`src/rtl/neuron_spike_out_bank.sv`:
```
// -----------------------------------------------------------------------------
// neuron_spike_out_bank
//   Multi-word spike output buffer. The neuron core deposits 32-bit spike
//   packets by word index. Each word has a "fresh" flag that is set on every
//   external deposit. The host reads the words, reads the fresh mask through
//   STATUS, and clears flags over a Wishbone slave port.
//
//   Handshake: a request is cyc & stb & ~ack. The ack follows one cycle after
//   the request and is one cycle wide, so a held strobe is acked on every
//   other cycle. Read data and all bus side effects are taken in the request
//   cycle. Read data is the value before any same-cycle update.
//
// Ports
//   wb_clk_i, wb_rst_i          clock, synchronous active-high reset
//   wbs_cyc_i/stb_i/we_i        Wishbone cycle, strobe, write enable
//   wbs_sel_i[3:0]              byte lanes (writes only)
//   wbs_adr_i[31:0]             byte address
//   wbs_dat_i[31:0]             write data
//   wbs_ack_o                   single-cycle acknowledge
//   wbs_dat_o[31:0]             read data, held until the next ack
//   external_spike_data_i[31:0] spike word from the neuron core
//   external_write_en_i         external write strobe
//   external_word_idx_i         external target word index
//   spike_pending_o             fresh-flag mask
//   spike_irq_o                 registered OR of the fresh mask
//
// Address map (word offset from BASE_ADDR)
//   0..NUM_WORDS-1  spike data words
//   NUM_WORDS       STATUS: read = fresh mask, write 1 = clear flag
//   others          read 0, writes ignored, always acked
// -----------------------------------------------------------------------------
module neuron_spike_out_bank #(
   parameter logic [31:0] BASE_ADDR     = 32'h3000_8000,
   parameter int          NUM_WORDS     = 8,
   parameter int          IDX_W         = 3,
   parameter int          ACCUMULATE    = 0,
   parameter int          CLEAR_ON_READ = 0
) (
   input  logic                 wb_clk_i,
   input  logic                 wb_rst_i,
   input  logic                 wbs_cyc_i,
   input  logic                 wbs_stb_i,
   input  logic                 wbs_we_i,
   input  logic [3:0]           wbs_sel_i,
   input  logic [31:0]          wbs_adr_i,
   input  logic [31:0]          wbs_dat_i,
   output logic                 wbs_ack_o,
   output logic [31:0]          wbs_dat_o,
   input  logic [31:0]          external_spike_data_i,
   input  logic                 external_write_en_i,
   input  logic [IDX_W-1:0]     external_word_idx_i,
   output logic [NUM_WORDS-1:0] spike_pending_o,
   output logic                 spike_irq_o
);

   logic [31:0]          r_word [NUM_WORDS];
   logic [NUM_WORDS-1:0] r_fresh;
   logic                 r_ack;
   logic [31:0]          r_dat;
   logic                 r_irq;

   logic        w_req;
   logic [31:0] w_off;
   logic        w_is_stat;
   logic [31:0] w_sel_mask;
   logic [31:0] w_ext_idx;
   logic        w_ext_hit;
   logic [31:0] w_rd_data;

   assign w_req      = wbs_cyc_i & wbs_stb_i & ~r_ack;
   // Addresses below BASE_ADDR wrap to a huge offset and fall in the "other" range.
   assign w_off      = (wbs_adr_i - BASE_ADDR) >> 2;
   assign w_is_stat  = (w_off == NUM_WORDS);
   assign w_sel_mask = {{8{wbs_sel_i[3]}}, {8{wbs_sel_i[2]}},
                        {8{wbs_sel_i[1]}}, {8{wbs_sel_i[0]}}};
   assign w_ext_idx  = 32'(external_word_idx_i);
   assign w_ext_hit  = external_write_en_i && (w_ext_idx < NUM_WORDS);

   // Read mux sees the pre-update register values.
   always_comb begin
      w_rd_data = '0;
      if (w_is_stat) begin
         w_rd_data = 32'(r_fresh);
      end
      for (int k = 0; k < NUM_WORDS; k++) begin
         if (w_off == k) begin
            w_rd_data = r_word[k];
         end
      end
   end

   always_ff @(posedge wb_clk_i) begin
      if (wb_rst_i) begin
         for (int k = 0; k < NUM_WORDS; k++) begin
            r_word[k] <= '0;
         end
         r_fresh <= '0;
         r_ack   <= 1'b0;
         r_dat   <= '0;
         r_irq   <= 1'b0;
      end else begin
         r_ack <= w_req;
         if (w_req) begin
            r_dat <= wbs_we_i ? 32'h0 : w_rd_data;
         end
         r_irq <= |r_fresh;

         // Per word: the external deposit has priority over every bus effect,
         // both for the word contents and for the fresh flag.
         for (int k = 0; k < NUM_WORDS; k++) begin
            if (w_ext_hit && (w_ext_idx == k)) begin
               if (ACCUMULATE != 0) begin
                  r_word[k] <= r_word[k] | external_spike_data_i;
               end else begin
                  r_word[k] <= external_spike_data_i;
               end
               r_fresh[k] <= 1'b1;
            end else if (w_req && (w_off == k)) begin
               if (wbs_we_i) begin
                  r_word[k] <= (r_word[k] & ~w_sel_mask) | (wbs_dat_i & w_sel_mask);
               end else begin
                  r_fresh[k] <= 1'b0;
                  if (CLEAR_ON_READ != 0) begin
                     r_word[k] <= '0;
                  end
               end
            end else if (w_req && wbs_we_i && w_is_stat &&
                         w_sel_mask[k] && wbs_dat_i[k]) begin
               r_fresh[k] <= 1'b0;
            end
         end
      end
   end

   assign wbs_ack_o       = r_ack;
   assign wbs_dat_o       = r_dat;
   assign spike_pending_o = r_fresh;
   assign spike_irq_o     = r_irq;

endmodule

```
`config.mk`:
```
export PLATFORM = sky130hd
export DESIGN_NAME = neuron_spike_out_bank
export DESIGN_NICKNAME = d
export VERILOG_FILES = /design/src/rtl/neuron_spike_out_bank.sv
export SDC_FILE = /design/constraint.sdc
export NUM_CORES = 1
export LEC_CHECK = 0
export ABC_AREA = 1
export CAP_MARGIN = 40
export CORE_MARGIN = 2
export CORE_UTILIZATION = 59
export DETAILED_ROUTE_END_ITERATION = 16
export PLACE_DENSITY_LB_ADDON = 0.15
export SLEW_MARGIN = 20
export SYNTH_ARGS = -nofsm -noshare
export SYNTH_HDL_FRONTEND = slang
export SYNTH_SLANG_ARGS = --single-unit
```
`constraint.sdc`:
```
create_clock -name wb_clk_i -period 4.3 [get_ports wb_clk_i]
set_clock_uncertainty 0.2 [all_clocks]
set_input_delay 0.86 -clock wb_clk_i [delete_from_list [all_inputs] [get_ports wb_clk_i]]
set_output_delay 0.86 -clock wb_clk_i [all_outputs]
set_load 0.005 [all_outputs]
```
==> impl_metrics.py, run 1 <==
metrics = {
    "sta": {
        "relSlewSlack_pct": 49.1,
        "fmax_ghz": 0.262,
        "finalCriticalPeriod_ns": 3.81,
        "tightest_slew_ns": 0.763,
        "finalMaxSlewViolations": 0,
        "rsz0062_at_grt": "no",
        "fin_setup_tns_ns": 0,
        "setup_viol": 0,
        "period_share_pct": 88.7,
        "hold_viol": 0,
    },
    "floorplan": {
        "die_x_um": 177,
        "num_rows": 63,
        "ios": 151,
        "core_um2": 29500,
        "initial_utilization_pct": 59.7,
        "fp.dieH_um": 177,
        "die_area_um2": 31200,
    },
    "power_and_ir_drop": {
        "switching_share_pct": 25.8,
        "clockPowerShare_pct": 40.0,
        "power.leakage_uw": 0.00803,
        "p_int_uw": 5150,
        "p_per_area_nw_per_um2": 330,
        "p_switching_uw": 1790,
        "vdd_drop_max_mv": 0.329,
        "power_frac_seq_pct": 49.5,
        "p_comb_share_pct": 10.5,
    },
    "route": {
        "drt-pass1-iter-count": 6,
        "routed_wl_mm": 64.8,
        "drc": 0,
        "drt_iter0_markers": 2933,
        "postRouteAntennaNets": 0,
        "routedWlPerCell_um": 23.5,
        "routed_via_density": 6.62,
        "vias": 18200,
    },
    "final_layout": {
        "layout.nets": 2446,
        "syn2layout_area_growth_pct": 19.5,
        "drive_above_1_share_pct": 8.64,
        "fin_area_um2": 21000,
        "nFillCells": 2347,
        "n_antenna_cell": 0,
    },
    "logic_synthesis": {
        "syn_nets": 2329,
        "ys_seq_area_share_pct": 48.4,
        "synth_area_um2": 17600,
        "synth_cell_types": 42,
        "synth_cells": 2219,
        "yosysWarnings": 0,
        "ys_seq_elements": 298,
        "synth.avg_cell_area_um2": 7.93,
    },
    "clock_tree": {
        "cts_tree": "built",
        "cts_hold_buf": 0,
        "htreeDepth": 2,
        "root_buffer": "clkbuf_16",
        "clk_pin_slew_ns": 0.06,
        "clk_latency_ns": 0.53,
        "cts_setup_buffers": 0,
        "clock_sinks": 298,
        "cts_inserted_buffers": 34,
        "cts_resized": 0,
        "clk_path_buf_depth": 3,
    },
    "placed_design": {
        "port-buffer-count": 148,
        "placed_area_um2": 20000,
        "dpl.hpwl_mm": 39.9,
        "gp_congestion": 0.937,
    },
    "global_routing": {
        "grt_max_degree": 79,
        "grt_usage_pct": 41.4,
        "antenna_found_initial": 0,
        "grt_pass1_vias": 17400,
        "grt_pass1_wl_mm": 98.3,
        "overflow": 0,
    },
    "hold_path": {
        "hold_path_class": "reg2reg",
        "hold-path-endpoint": "wbs_dat_o[27]$_SDFFE_PP0P_",
        "hold_depth": 2,
        "min_from": "wbs_dat_o[27]$_SDFFE_PP0P_",
    },
    "worst_setup_path": {
        "startpoint": "wbs_adr_i[15]",
        "reg2reg_to": "r_word[1][77]$_SDFFCE_PP0P_",
        "startpoint_type": "input pin",
        "regToRegSetupSlack_ns": 1.81,
        "path_max_fanout": 44,
        "worst_ep_arrival_time_ns": 3.86,
        "worstPathRequired_ns": 4.35,
        "r2r-start": "wbs_ack_o$_SDFF_PP0_",
        "reg2regPathDepth": 7,
        "path_class": "in2reg",
        "end_kind": "register",
    },
    "run_status": {
        "outcome": "complete, no violations",
    },
    "flow_run": {
        "cap_violations": 0,
    },
}
[routing by layer]
metal  global-route usage, %  part of all wire, %
met1                    52.3                   34
met2                    64.2                   44
met3                    10.9                   15
met4                    24.1                  6.5
met5                       0                    0
[cell families (layout without fill, tap and decap cells)]
logic type	Yosys count	in the layout	synth area share (%)
AND/OR/NAND/NOR	929	929	23.4
adder cells (fa/ha/maj)	1	1	0.0711
AO/OA/AOI/OAI	653	653	20.5
flip-flops	298	298	48.4
buffers and inverters	338	479	7.61
[area by class of cell]
| class | count | area, um^2 | area share, % |
|---|---|---|---|
| multi-input cells | 1583 | 7800 | 37.1 |
| inverters | 175 | 662 | 3.15 |
| well taps | 390 | 488 | 2.32 |
| clock inverters | 18 | 115 | 0.547 |
| clock buffers | 42 | 912 | 4.34 |
| flip-flops and latches | 298 | 8530 | 40.6 |
| repair buffers | 244 | 2520 | 12.0 |
[how the worst max path moves through the flow]
stage | slack (ns) | cells after the start | to
floorplan | 0.47 | 15 | r_word[0][100]$_SDFFCE_PN0P_
global placement | 0.10 | 20 | r_word[0][98]$_SDFFCE_PN0P_
detailed placement | 0.07 | 18 | r_word[1][72]$_SDFFCE_PP0P_
CTS | 0.55 | 20 | r_word[0][97]$_SDFFCE_PN0P_
global route | 0.24 | 18 | r_word[0][127]$_SDFFCE_PN0P_
finish | 0.49 | 18 | r_word[1][77]$_SDFFCE_PP0P_
[critical path: stages]
cell and delay (ns):
clkdlybuf4s50_1 0.49, inv_2 0.04, ha_1 0.23, nand2_1 0.14, inv_2 0.05, nand2_1 0.05, nand2_1 0.05, nor2_1 0.19
nand3_1 0.11, nor2_1 0.10, nand3_1 0.11, nor2_4 0.28, nand2_1 0.17, nor2_1 0.21, nand3_2 0.14, buf_12 0.22
a211oi_1 0.28, a211oi_1 0.08
[cell usage after synthesis]
library cell | instances | share of area [%]
a211oi_1 | 63 | 2.7
a211oi_2 | 4 | 0.28
a21boi_0 | 1 | 0.043
a21oi_1 | 281 | 8.0
a21oi_2 | 7 | 0.35
a31oi_1 | 61 | 2.2
and3_1 | 1 | 0.036
buf_1 | 9 | 0.19
buf_2 | 30 | 0.85
buf_4 | 3 | 0.13
buf_6 | 2 | 0.13
clkbuf_1 | 118 | 2.5
clkbuf_2 | 1 | 0.028
clkinv_1 | 2 | 0.043
clkinv_4 | 1 | 0.050
dfxtp_1 | 42 | 4.8
edfxtp_1 | 256 | 44
ha_1 | 1 | 0.071
inv_1 | 163 | 3.5
inv_2 | 9 | 0.19
nand2_1 | 403 | 8.6
nand2_2 | 4 | 0.14
nand2_4 | 1 | 0.064
nand3_1 | 90 | 2.6
nand3_2 | 1 | 0.057
nand3b_1 | 4 | 0.17
nand4_1 | 119 | 4.2
nand4_2 | 1 | 0.071
nand4_4 | 1 | 0.12
nor2_1 | 267 | 5.7
nor2_2 | 6 | 0.21
nor2_4 | 8 | 0.51
nor3_1 | 9 | 0.26
nor3_2 | 4 | 0.23
nor3_4 | 1 | 0.092
nor4_1 | 7 | 0.25
nor4_2 | 1 | 0.071
o211a_1 | 1 | 0.057
o21ai_0 | 147 | 4.2
o21ai_1 | 56 | 1.6
o22ai_1 | 32 | 1.1
or2_1 | 1 | 0.036
[power by group through the flow]
stage	logic, uW	clock network, uW	registers (uW)
4_1_cts	704	2770	3430
5_1_grt	776	2880	3450
3_5_place_dp	700	0	3490
6_report	729	2780	3440
3_3_place_gp	683	0	3480
2_1_floorplan	362	0	3460
[per-stage QoR]
step,power [uW],util [%],std cells,hold slack [ns],setup slack (ns)
3_3_place_gp,4160,67.8,2689,0.253,0.103
5_1_grt,7110,71.3,2750,0.285,0.243
3_5_place_dp,4190,67.9,2690,0.256,0.0689
2_1_floorplan,3820,-,2219,0.262,0.474
6_report,6940,71.3,2750,0.262,0.486
4_1_cts,6900,71.3,2750,0.265,0.554
[placed cells by master, fill, tap and decap left out, types with 9 or more instances in the layout]
cell	n
clkdlybuf4s50_1	147
nand2_1	399
a31oi_1	61
nand4_1	119
inv_2	10
clkinv_1	9
nor2_1	262
buf_12	24
a211oi_1	63
o21ai_1	56
clkbuf_16	35
a21oi_1	281
nor2_2	10
o21ai_0	147
dfxtp_1	42
o22ai_1	32
nor2_4	9
inv_1	163
edfxtp_1	256
nand3_1	90
buf_4	72
Power figures use the tool's default switching activity.
==> run 2, diff against run 1 <==
CORE_UTILIZATION = 53   (was 59)
SKIP_CTS_REPAIR_TIMING = 1   (was not set)
clock period = 3.15 ns   (was 4.3 ns; I/O delays follow)
==> impl_metrics.py, run 2 (synthesis results as in run 1) <==
metrics = {
    "power_and_ir_drop": {
        "p_per_area_nw_per_um2": 432,
        "power.leakage_uw": 0.00881,
        "vdd_drop_max_mv": 0.436,
    },
    "sta": {
        "setup_viol": 0,
        "fmax_ghz": 0.322,
        "rsz0062_at_grt": "yes",
        "finalCriticalPeriod_ns": 3.10,
        "period_share_pct": 98.5,
        "tightest_slew_ns": 0.781,
        "finalMaxSlewViolations": 0,
        "relSlewSlack_pct": 47.8,
        "hold_viol": 0,
        "fin_ws_ns": 0.0481,
    },
    "clock_tree": {
        "clk_latency_ns": 0.53,
        "root_buffer": "clkbuf_16",
        "htreeDepth": 2,
        "cts_inserted_buffers": 34,
        "clk_pin_slew_ns": 0.06,
        "clk_path_buf_depth": 3,
        "cts_tree": "built",
        "clock_sinks": 298,
    },
    "placed_design": {
        "gp_congestion": 0.952,
        "placed_area_um2": 20900,
        "dpl.hpwl_mm": 44.4,
        "preCtsSetupSlack_ns": -0.862,
        "port-buffer-count": 148,
    },
    "final_layout": {
        "fin_area_um2": 22500,
        "final_cell_mix": "386 x nand2_1, 281 x a21oi_1, 256 x edfxtp_1, 240 x nor2_1, 162 x inv_1",
        "n_antenna_cell": 0,
        "fin_util_pct": 69.1,
        "layout.nets": 2550,
        "syn2layout_area_growth_pct": 28.0,
        "drive_above_1_share_pct": 14.5,
        "final_common_cell": "nand2_1",
    },
    "global_routing": {
        "overflow": 0,
        "grt_max_degree": 82,
        "grt_pass1_vias": 18000,
        "grt_usage_pct": 39.5,
        "grt_pass1_wl_mm": 103,
        "antenna_found_initial": 0,
    },
    "worst_setup_path": {
        "path_max_fanout": 5,
        "path_class": "in2reg",
        "startpoint_type": "input pin",
        "worst_ep_arrival_time_ns": 3.25,
        "end_kind": "register",
        "worstPathRequired_ns": 3.30,
    },
    "route": {
        "routed_via_density": 6.49,
        "drt_iter0_markers": 2909,
        "vias": 18900,
        "postRouteAntennaNets": 0,
        "drc": 0,
        "drt-pass1-iter-count": 8,
        "routedWlPerCell_um": 24.2,
        "routed_wl_mm": 70.4,
    },
    "run_status": {
        "outcome": "complete, no violations",
    },
    "floorplan": {
        "ios": 151,
        "fp.dieH_um": 186,
        "num_rows": 66,
        "initial_utilization_pct": 54.0,
        "die_x_um": 186,
        "core_um2": 32600,
        "die_area_um2": 34700,
    },
    "flow_run": {
        "cap_violations": 0,
    },
    "hold_path": {
        "hold_path_class": "reg2reg",
    },
}
[run 2: changes by cell type in the layout (fill, tap and decap cells not counted), sizes merged]
cell	delta
buf	+99
inv	+2
clkbuf	+14
clkdlybuf4s50	-14
dlymetal6s2s	+13
clkinv	-8
[run 2: stage by stage]
stage                     power, uW  hold WS (ns)  std cells  TNS, ns
after floorplan                5220         0.262       2219    -3.23
after global placement         5780         0.253       2829  -333.12
after detailed placement       5810         0.255       2829  -350.09
after CTS                      9660         0.264       2891   -61.52
after global routing           9970         0.277       2908    -2.46
final                          9730         0.264       2908        0
[run 2: final timing paths]
| path | from | to | slack [ns] | cells after the start |
|---|---|---|---|---|
| max | wbs_adr_i[16] | r_word[0][4]$_SDFFCE_PN0P_ | 0.05 | 21 |
| min | wbs_dat_o[9]$_SDFFE_PP0P_ | wbs_dat_o[9]$_SDFFE_PP0P_ | 0.26 | 2 |
| max reg2reg | wbs_ack_o$_SDFF_PP0_ | r_word[0][52]$_SDFFCE_PN0P_ | 0.95 | 7 |
| min reg2reg | wbs_dat_o[9]$_SDFFE_PP0P_ | wbs_dat_o[9]$_SDFFE_PP0P_ | 0.26 | 2 |
[run 2: layout make-up]
type / instances / area (um^2)
inverters: 175 / 669
well taps: 442 / 553
clock buffers: 50 / 981
fillers: 2685 / 10100
flip-flops and latches: 298 / 8530
multi-input cells: 1583 / 8050
clock inverters: 12 / 100
repair buffers: 348 / 3650
[run 2: routing by layer]
metal / global-route usage (%) / routed length (um) / vias up
li1: - / - / 8297
met1: 51.7 / 25300 / 8709
met2: 61.7 / 31200 / 1540
met3: 8.53 / 9580 / 321
met4: 21.2 / 4280 / 0
met5: 0 / 0 / -
[run 2: power breakdown]
part	internal, uW	switching (uW)	total (uW)
Combinational	404	700	1100
Sequential	4560	137	4690
Clock	2250	1680	3930
Total	7210	2520	9730
[run 2: worst max-delay path: stages]
cell and delay, ns:
dlymetal6s2s_1 0.13, buf_4 0.14, nor2_4 0.11, buf_4 0.13, nand2_1 0.05, nor2_1 0.08, nand2_1 0.06, nand2_1 0.11
inv_1 0.06, nor2_2 0.14, nand2_1 0.11, nor2_4 0.14, nand2_2 0.11, nor3_2 0.17, buf_4 0.16, a31oi_2 0.12
nor2_2 0.15, buf_4 0.17, buf_4 0.17, o21ai_0 0.09, a21oi_1 0.21
